<file path="src/rtl/gps_rom_lookup_arbiter.sv">
// Two-requester arbiter sharing one interpolation ROM; scans for the first entry whose key is above the request key.
// Optional GPS_SHARED_SCAN_EN: simultaneous requests share a single scan instead of round-robin.
module gps_rom_lookup_arbiter #(
    parameter int KEY_W   = 24,
    parameter int X_W     = 48,
    parameter int Y_W     = 48,
    parameter int KEY_LSB = 16,
    parameter int AW      = 7,
    parameter int DEPTH   = 128
) (
    input  logic                   clk,
    input  logic                   reset_n,
    input  logic [1:0]             req,
    input  logic [2*KEY_W-1:0]     key,
    output logic [AW-1:0]          rom_addr,
    input  logic [X_W+Y_W-1:0]     rom_data,
    output logic                   busy,
    output logic [1:0]             gnt,
    output logic [1:0]             done,
    output logic [1:0]             clamp,
    output logic [2*(X_W+Y_W)-1:0] lo_ent,
    output logic [2*(X_W+Y_W)-1:0] hi_ent
);
    localparam int ENT_W = X_W + Y_W;

    typedef enum logic {IDLE, SCAN} state_t;

    state_t                  state;
    logic [1:0][KEY_W-1:0]   key_q;
    logic [1:0][ENT_W-1:0]   prev;
    logic [1:0]              found;
    logic                    rr;

    logic [KEY_W-1:0]        x_key;
    logic                    at_zero, at_last, scan_end, rr_flip;
    logic [1:0]              match, fin, gnt_n;

    always_comb begin
        x_key   = rom_data[Y_W+KEY_LSB +: KEY_W];
        at_zero = (rom_addr == '0);
        at_last = (rom_addr == AW'(DEPTH-1));
        for (int i = 0; i < 2; i++) begin
            match[i] = gnt[i] & ~found[i] & (x_key > key_q[i]);
            fin[i]   = gnt[i] & ~found[i] & (match[i] | at_last);
        end
        // Scan ends once every granted side has matched (now or earlier).
        scan_end = &(found | fin | ~gnt);
        gnt_n    = req;
        rr_flip  = 1'b0;
`ifdef GPS_SHARED_SCAN_EN
        rr_flip  = 1'b0;
`else
        // Pointer only moves on a contested grant, so an uncontested follow-up keeps the other side's turn.
        if (&req) begin
            gnt_n   = rr ? 2'b10 : 2'b01;
            rr_flip = 1'b1;
        end
`endif
    end

    always_ff @(posedge clk or negedge reset_n) begin
        if (!reset_n) begin
            state    <= IDLE;
            rom_addr <= '0;
            busy     <= 1'b0;
            gnt      <= '0;
            done     <= '0;
            clamp    <= '0;
            lo_ent   <= '0;
            hi_ent   <= '0;
            key_q    <= '0;
            prev     <= '0;
            found    <= '0;
            rr       <= 1'b0;
        end else begin
            done <= '0;
            case (state)
                IDLE: begin
                    if (|req) begin
                        gnt      <= gnt_n;
                        key_q    <= key;
                        found    <= '0;
                        rom_addr <= '0;
                        busy     <= 1'b1;
                        if (rr_flip) rr <= ~rr;
                        state    <= SCAN;
                    end
                end
                SCAN: begin
                    for (int i = 0; i < 2; i++) begin
                        if (fin[i]) begin
                            done[i]                   <= 1'b1;
                            found[i]                  <= 1'b1;
                            hi_ent[i*ENT_W +: ENT_W]  <= rom_data;
                            lo_ent[i*ENT_W +: ENT_W]  <= (match[i] && !at_zero) ? prev[i] : rom_data;
                            clamp[i]                  <= !(match[i] && !at_zero);
                        end else begin
                            prev[i] <= rom_data;
                        end
                    end
                    if (scan_end) begin
                        rom_addr <= '0;
                        busy     <= 1'b0;
                        gnt      <= '0;
                        state    <= IDLE;
                    end else begin
                        rom_addr <= rom_addr + 1'b1;
                    end
                end
                default: state <= IDLE;
            endcase
        end
    end
endmodule
</file>
<file path="config.mk">
export PLATFORM = sky130hd
export DESIGN_NAME = gps_rom_lookup_arbiter
export DESIGN_NICKNAME = d
export VERILOG_FILES = /design/src/rtl/gps_rom_lookup_arbiter.sv
export SDC_FILE = /design/constraint.sdc
export NUM_CORES = 1
export LEC_CHECK = 0
export ABC_AREA = 0
export BUFFER_PORTS_ARGS = -buffer_cell sky130_fd_sc_hd__buf_2
export CORE_MARGIN = 2
export CORE_UTILIZATION = 25
export DETAILED_ROUTE_END_ITERATION = 6
export GPL_TIMING_DRIVEN = 0
export SYNTH_ARGS = -nofsm -noshare
export SYNTH_HDL_FRONTEND = slang
export SYNTH_SLANG_ARGS = --single-unit
</file>
<file path="constraint.sdc">
create_clock -name clk -period 3.8 [get_ports clk]
set_clock_uncertainty 0.1 [all_clocks]
set_input_delay 0.19 -clock clk [delete_from_list [all_inputs] [get_ports clk]]
set_output_delay 0.19 -clock clk [all_outputs]
set_load 0.02 [all_outputs]
</file>
# Yosys cells after proc, flatten, opt, wreduce, memory -nomap -nowiden
# Cells that the tools add are included.
# W data, S select, Z words.
[word_totals] word_cells=85 out_inout_bits=398 rom_bits=0 memories=0 input_bits=148 latchBits=0 reg_bits=642 ramBits=0
[classes] n_mux=24 eq_ne=5 n_bitwise=17 n_lt_le_gt_ge=2 shift=0 n_addsub=1 div_mod_pow=0 reduce_logical=18 n_mul=0
[ops] operator="$mux W96" count=2
[ops] operator="$gt A24 B24 Y1" count=2
[ops] operator="$reduce_and A2 Y1" count=10
[ops] operator="$mux W7" count=2
[ops] operator="$pmux W7 S2" count=1
[ops] operator="$mux W2" count=6
[ops] operator="$mux W1" count=9
[ops] operator="$pmux W2 S2" count=2
[ops] operator="$add A7 B1 Y7 const B" count=1
[ops] operator="$eq A7 B7 Y1 const B" count=1
[ops] operator="$logic_not A7 Y1" count=1
[ops] operator="$and A1 B1 Y1" count=6
[ops] operator="$ne A2 B1 Y1 const B" count=3
[ops] operator="$not A1 Y1" count=6
[ops] operator="$or A2 B2 Y2" count=2
[ops] operator="$pmux W1 S2" count=2
[ops] operator="$logic_not A1 Y1" count=3
[ops] operator="$reduce_and A3 Y1" count=1
[ops] operator="$logic_and A1 B1 Y1" count=2
[ops] operator="$ne A2 B2 Y1 const B" count=1
[ops] operator="$not A2 Y2" count=1
[ops] operator="$or A1 B1 Y1" count=2
[ops] operator="$reduce_or A2 Y1" count=1

# Depth between registers and ports, before layout
# Gate-level depths: netlist of run 1.
[logic_depth] ltp_word=10 depth_mapped=12 ltp_nobuf=10

# Worst setup path before layout of run 1
# OpenSTA, ideal clock, no wires.
[synth_path] path_type="reg2reg" start="register key_q[23] (netlist bit)" end="register hi_ent[93]" n_path_buf=3 setup_ps=128 path_stages_with_launch=13 slack_ps=1124 required_ps=3572 period_less_slack_ps=2676 arrival_ps=2449 cell_sequence="dfrtp_1 inv_1 ha_1 nand4_1 nor3_1 a221oi_1 o211ai_2 a21boi_2 nand2b_4 buf_6 buf_6 buf_2 mux2_1"
[synth_between] elab_chain_len=5
[synth_lines] item="start: declaration" line_no="29" rtl="logic [1:0][KEY_W-1:0] key_q;"
[synth_lines] item="start signal: assignment" line_no="81" rtl="key_q <= key;"
[synth_lines] item="$gt A24 B24 Y1" line_no="43" rtl="match[i] = gnt[i] & ~found[i] & (x_key > key_q[i]);"
[synth_lines] item="$and A1 B1 Y1" line_no="43"
[synth_lines] item="$or A1 B1 Y1" line_no="44" rtl="fin[i] = gnt[i] & ~found[i] & (match[i] | at_last);"
[synth_lines] item="$and A1 B1 Y1" line_no="44"
[synth_lines] item="$reduce_and A2 Y1 (no source line)"
[synth_lines] item="end signal: indexed assignment" line_no="94" rtl="hi_ent[i*ENT_W +: ENT_W] <= rom_data;"
[synth_lines] item="end: declaration" line_no="22" rtl="output logic [2*(X_W+Y_W)-1:0] hi_ent"
# Every way passes these cells.
# A chain may end at the register's enable or synchronous reset.

# Worst setup path in the final report of run 1
[layout_path] start="register key_q[3] (netlist bit)" end="register hi_ent[42]"
# The elaborated chain is that of the path after synthesis.

==> results of run 1 <==
[kinds of logic after synthesis]
| kind of cell | count (synthesis) |
|---|---|
| xor gates and xnor gates | 3 |
| muxes | 721 |
| DFF | 642 |
| buffers and inverters | 172 |
| and+or+nand+nor | 75 |
| adders and majority gates | 50 |
| AOI/OAI and AO/OA | 258 |
[layout make-up]
cell class                      instances  area (um2)
Fill cell                           10770       72600
Sequential cell                       642       16100
Multi-Input combinational cell       1107       10500
Timing Repair Buffer                  701        4420
Clock buffer                          118        2380
Tap cell                             1414        1770
Buffer                                111         709
Inverter                               61         229
Clock inverter                         22         210
Antenna cell                            4        10.0
[report_power, final]
group	internal, mW	leakage (nW)	total, mW	switching (mW)
logic	5.41	8.13	13.0	7.55
clock network	4.47	1.27	7.53	3.06
registers	10.2	7.73	11.8	1.55
total	20.1	17.1	32.3	12.2
[final timing paths]
path,startpoint,to,cells past startpoint
max in group asynchronous,reset_n,hi_ent[23]$_DFFE_PN0P_,5
worst min register to register,hi_ent[163]$_DFFE_PN0P_,hi_ent[163]$_DFFE_PN0P_,1
min in group clk,key[9],key_q[9]$_DFFE_PN0P_,3
worst max-delay path,key_q[3]$_DFFE_PN0P_,hi_ent[42]$_DFFE_PN0P_,12
worst max register to register,key_q[3]$_DFFE_PN0P_,hi_ent[42]$_DFFE_PN0P_,12
worst min-delay path,reset_n,hi_ent[173]$_DFFE_PN0P_,3
[registers in the layout, summed over array words and instances (netlist names)]
name and cells:
busy 1, rom_addr 7, state 1, prev 192
gnt 2, key_q 48, lo_ent 192, clamp 2
hi_ent 192, found 2, rr 1, done 2
[worst register-to-register path: cells and delay by family (launching register included)]
| family | cells | cell delay, ns |
|---|---|---|
| compound gates | 5 | 1.28 |
| fa+ha+maj | 1 | 0.32 |
| buf+inv | 4 | 0.76 |
| flops | 1 | 0.34 |
| mux | 1 | 0.35 |
| simple gates | 1 | 0.26 |
[Yosys cell counts (all sizes together) (4+ instances only)]
cell type	number	area, um2
inv	61	229
mux2	625	7040
clkbuf	35	131
nand2	22	82.6
o21ai	207	1040
buf	76	542
ha	50	626
a21oi	21	109
mux2i	96	961
nand4	12	90.1
nor3	4	20.0
dfrtp	642	16100
nor2	14	52.6
nand3	11	60.1
a31oi	4	31.3
[what timing repair did]
item,in CTS,in global routing
hold endpoints to repair,986,0
pin swaps,1,2
hold buffers,149,0
setup buffers,1,1
endpoints found under the setup margin,206,67
resized for setup,10,7
[routing by layer]
metal	vias up	GRT usage [%]	routed length, um	share of wire, %
li1	8483	-	-	-
met1	9560	19.3	37400	43
met2	443	25.4	42200	48
met3	140	4.19	5080	5.8
met4	4	5.57	2800	3.2
met5	-	0	27	0.031
==> flow_summary.yaml, run 1 <==
global_route:
  antenna_found_initial: 8
  grt_max_degree: 119
  gr-total-overflow: 0
  grt_pass1_vias: 19211
  grt_pass1_wl_mm: 129
  grt_use_total_pct: 15.4
timing:
  worst_pin_slew_ns: 1.04
  holdWs_ns: 0.0893
  finalCritPeriodShare_pct: 93.5
  setup_violations: 0
  period_needed_ns: 3.55
  layout_setup_ws_ns: 0.248
  rsz0062_at_grt: "false"
  hold_viol_final: 0
  tns_ns: 0
  max_freq_mhz: 282
  relSlewSlack_pct: 29.9
  slew_violations: 0
placed_design:
  pre_cts_ws_ns: -0.469
  io_buffer_count: 544
  dp_cells: 3885
  gp_congestion: 0.782
  placed_cell_area_um2: 32100
  dp_hpwl_mm: 62.2
logic_synthesis:
  synth_fp_nets: 2119
  synth-seq-cells: 642
  synth_cells: 1921
  synthXorXnorAreaFrac_pct: 0.0958
  synth_top_family_by_area: "multiplexers"
  yosysSeqAreaShare_pct: 58.6
  yosysWarnings: 0
  synth.cell_area_um2: 27400
  yosys.area_share.simple_pct: 1.49
  synth_mux_area_share_pct: 29.2
  synth-async-reset-ratio_pct: 100
  syn_area_per_cell_um2: 14.3
  synth_compound_area_share_pct: 5.12
  synth_edf_count: 0
  ys.flop_type: "dfrtp_1"
  ys_types: 49
  synth_adder_area_share_pct: 2.28
power:
  power_per_cell_area_nw_per_um2: 889
  power_mw: 32.3
  cellLeakagePower_nw: 17.1
  ir_drop_v: 0.000419
layout:
  final_common_cell: "dfrtp_1"
  final_cells: 4180
  design_area_um2: 36300
  area_growth_pct: 32.3
  drive_above_1_share_pct: 45.1
  fin_util_pct: 33.3
  nets: 2901
  final_cell_mix: "642 x dfrtp_1, 573 x buf_2, 481 x mux2_2"
critical_path:
  worstPathArrival_ns: 3.96
  cp-start-kind: "register"
  cpMaxStageDelayCell: "o31ai_2"
  critPathRequiredTime_ns: 4.21
  reg2reg_slack_ns: 0.25
  max_stage_delay_ns: 0.35
  critPathMaxFanout: 10
  cp_cell_sequence: "inv_1 > ha_1 > a21oi_1 > a31oi_2 > o31ai_2 > o211ai_2 > a21boi_2 > nand2b_4 > buf_12 > buf_12 > buf_6 > mux2_1"
  crit_family: "compound AO/OA/AOI/OAI gates"
  cpMostUsedCell: "buf_12"
  cp_num_buf_inv: 4
  crit_type: "reg2reg"
  cp-end-kind: "register"
floorplan:
  die-width_um: 335
  dieArea_um2: 112000
  core_area_um2: 109000
  start_util_pct: 25.2
  fp-row-count: 121
  io_pins: 546
  die-height_um: 335
clock_tree:
  clock_sinks: 642
  clk_latency_ns: 0.65
  clkTransAtPathRegs_ns: 0.06
  cts_root_buffer: "clkbuf_16"
  h-tree-depth: 3
  numCtsBuffers: 79
  cts.path.max_buffers: 3
  cts_tree: "done"
drt:
  wl_per_cell_um: 20.9
  viasPerCell: 4.46
  drt_iter0_markers: 901
  drcViolationCount: 0
  dr.pass1.iters: 5
  drtAntennaViolNets: 0
  routed_wl_mm: 87.5
  vias: 18630
flow_run:
  drv_cap: 0
worst_hold_path:
  hp-class: "in2async"
outcome:
  status: "finished, final reports clean"
(Power assumes the default switching activity.)
==> run 2: changes to the inputs <==
Settings changed: CORE_UTILIZATION 25 to 50, PLACE_DENSITY set to 0.74.
==> run 2 against run 1 <==
Effect of this change:
- combinational power barely moved
- critical path depth is the same
- worst hold slack improved by 0.038 ns
- count of clock-buffer cells in the layout fell by 25
- core utilization grew 31 points
- setup slack got worse by 0.11 ns
- first-iteration DRC count increased by 25%
- via count grew 2.1%
==> flow_summary.yaml, run 2 (same netlist as run 1, synthesis figures left out) <==
outcome:
  status: "finished, final reports clean"
power:
  internal_power_mw: 19.7
  netSwitchingFraction_pct: 37.4
  ir_drop_v: 0.000598
  seq_power_share_pct: 38.0
  combPwrFrac_pct: 40.7
  p_switching_mw: 11.7
  cellLeakagePower_nw: 16.9
  power_per_cell_area_nw_per_um2: 900
  p_clk_share_pct: 21.3
global_route:
  grt_pass1_wl_mm: 119
  grt_use_total_pct: 27.3
  grt_pass1_vias: 20134
  grt_max_degree: 122
  antenna_found_initial: 4
  gr-total-overflow: 0
layout:
  area_growth_pct: 27.2
  fin_util_pct: 64.6
  fillerInstances: 3910
  drive_above_1_share_pct: 44.5
  final_cell_mix: "642 x dfrtp_1, 576 x buf_2, 481 x mux2_2"
  final_common_cell: "dfrtp_1"
  nets: 2885
  final_cells: 3426
  reg_top3: "hi_ent: 192 flops, lo_ent: 192 flops, prev: 192 flops"
timing:
  holdWs_ns: 0.127
  tns_ns: 0
  finalCritPeriodShare_pct: 96.5
  max_freq_mhz: 273
  slew_violations: 0
  worst_pin_slew_ns: 0.944
  setup_violations: 0
  period_needed_ns: 3.67
  relSlewSlack_pct: 36.6
  layout_setup_ws_ns: 0.134
  hold_viol_final: 0
drt:
  viasPerCell: 5.55
  dr.pass1.iters: 7
  drt_iter0_markers: 1130
  drtAntennaViolNets: 0
  routed_wl_mm: 77.7
  wl_per_cell_um: 22.7
  vias: 19021
  drcViolationCount: 0
placed_design:
  gp_congestion: 0.849
  pre_cts_ws_ns: -0.0671
  dp_cells: 3166
  dp_hpwl_mm: 53.6
  io_buffer_count: 544
clock_tree:
  clock_sinks: 642
  cts.path.max_buffers: 3
  clkTransAtPathRegs_ns: 0.06
  h-tree-depth: 3
  cts_root_buffer: "clkbuf_16"
  cts_setup_buffers: 0
  clk_latency_ns: 0.59
  numCtsBuffers: 67
  cts_tree: "done"
floorplan:
  die-width_um: 238
  core_area_um2: 54000
  start_util_pct: 50.8
  die-height_um: 238
  io_pins: 546
  fp-row-count: 85
  dieArea_um2: 56700
critical_path:
  worstPathArrival_ns: 4.02
  cp-start-kind: "primary input"
  critPathMaxFanout: 10
  critPathRequiredTime_ns: 4.16
  reg2reg_from: "key_q[47]$_DFFE_PN0P_"
  cp-end-kind: "register"
  crit_start: "rom_data[86]"
  crit_type: "in2reg"
worst_hold_path:
  hp-class: "in2async"
flow_run:
  drv_cap: 0
## run 2: cell types whose count changed in the layout (fill, tap and decap cells not counted), sizes merged, moves of 4 or more
cell	before	now
bufinv	2	7
clkbuf	154	129
inv	68	62
buf	628	624
## run 2: what timing repair did
action,4_1_cts,5_1_grt
setup endpoints to repair,35,18
endpoints found under the hold margin,712,0
resized for setup,1,2
hold buffers,148,0
gates cloned,0,0
## run 2: per-layer routing
layer	vias up	global-route usage [%]	part of all wire, %
met4	4	12.3	4.1
met5	-	0	0.032
met3	179	6.10	5.8
met1	9816	34.5	41
li1	8423	-	-
met2	599	45.2	49
## run 2: final timing paths
check | slack [ns] | end | depth (start not counted)
worst min register to register | 0.38 | hi_ent[116]$_DFFE_PN0P_ | 1
max in group asynchronous | 1.74 | hi_ent[35]$_DFFE_PN0P_ | 4
worst max-delay path | 0.13 | prev[174]$_DFFE_PN0P_ | 12
min in group clk | 0.29 | key_q[31]$_DFFE_PN0P_ | 3
worst max register to register | 0.16 | prev[174]$_DFFE_PN0P_ | 11
worst min-delay path | 0.13 | hi_ent[176]$_DFFE_PN0P_ | 2
## run 2: power by group through the flow
| stage | sequential [mW] | combinational [mW] | clock (mW) |
|---|---|---|---|
| 6_report | 11.9 | 12.8 | 6.70 |
| 5_1_grt | 12.3 | 13.6 | 7.11 |
| 4_1_cts | 11.9 | 12.8 | 6.82 |
| 3_5_place_dp | 12.0 | 12.6 | 0 |
| 3_3_place_gp | 11.8 | 12.3 | 0 |
| 2_1_floorplan | 14.2 | 5.70 | 0 |
## run 2: area by class of cell
cell class	instances	area (um2)	share of cell area, %
timing repair buffer	697	4350	12.5
sequential	642	16100	46.0
buffer	111	676	1.94
clock buffer	93	1950	5.59
tap	696	871	2.50
antenna	2	5.00	0.0143
clock inverter	17	268	0.767
multi-input combinational	1107	10500	30.0
inverter	61	229	0.656
## run 2: per-stage QoR
step	cell area (um2)	power (mW)
after floorplan	27400	19.9
after global routing	34900	33.0
final	34900	31.4
after detailed placement	31200	24.6
after global placement	31000	24.1
after CTS	34900	31.5
## run 2: worst max-delay path, cell delays in order
cell	delay, ns
dlygate4sd3_1	0.56
buf_2	0.22
ha_1	0.37
nand4_1	0.21
nor4_2	0.48
o311ai_1	0.22
nand3_2	0.18
nand2_1	0.15
a31oi_4	0.45
buf_4	0.34
buf_4	0.28
mux2_2	0.36
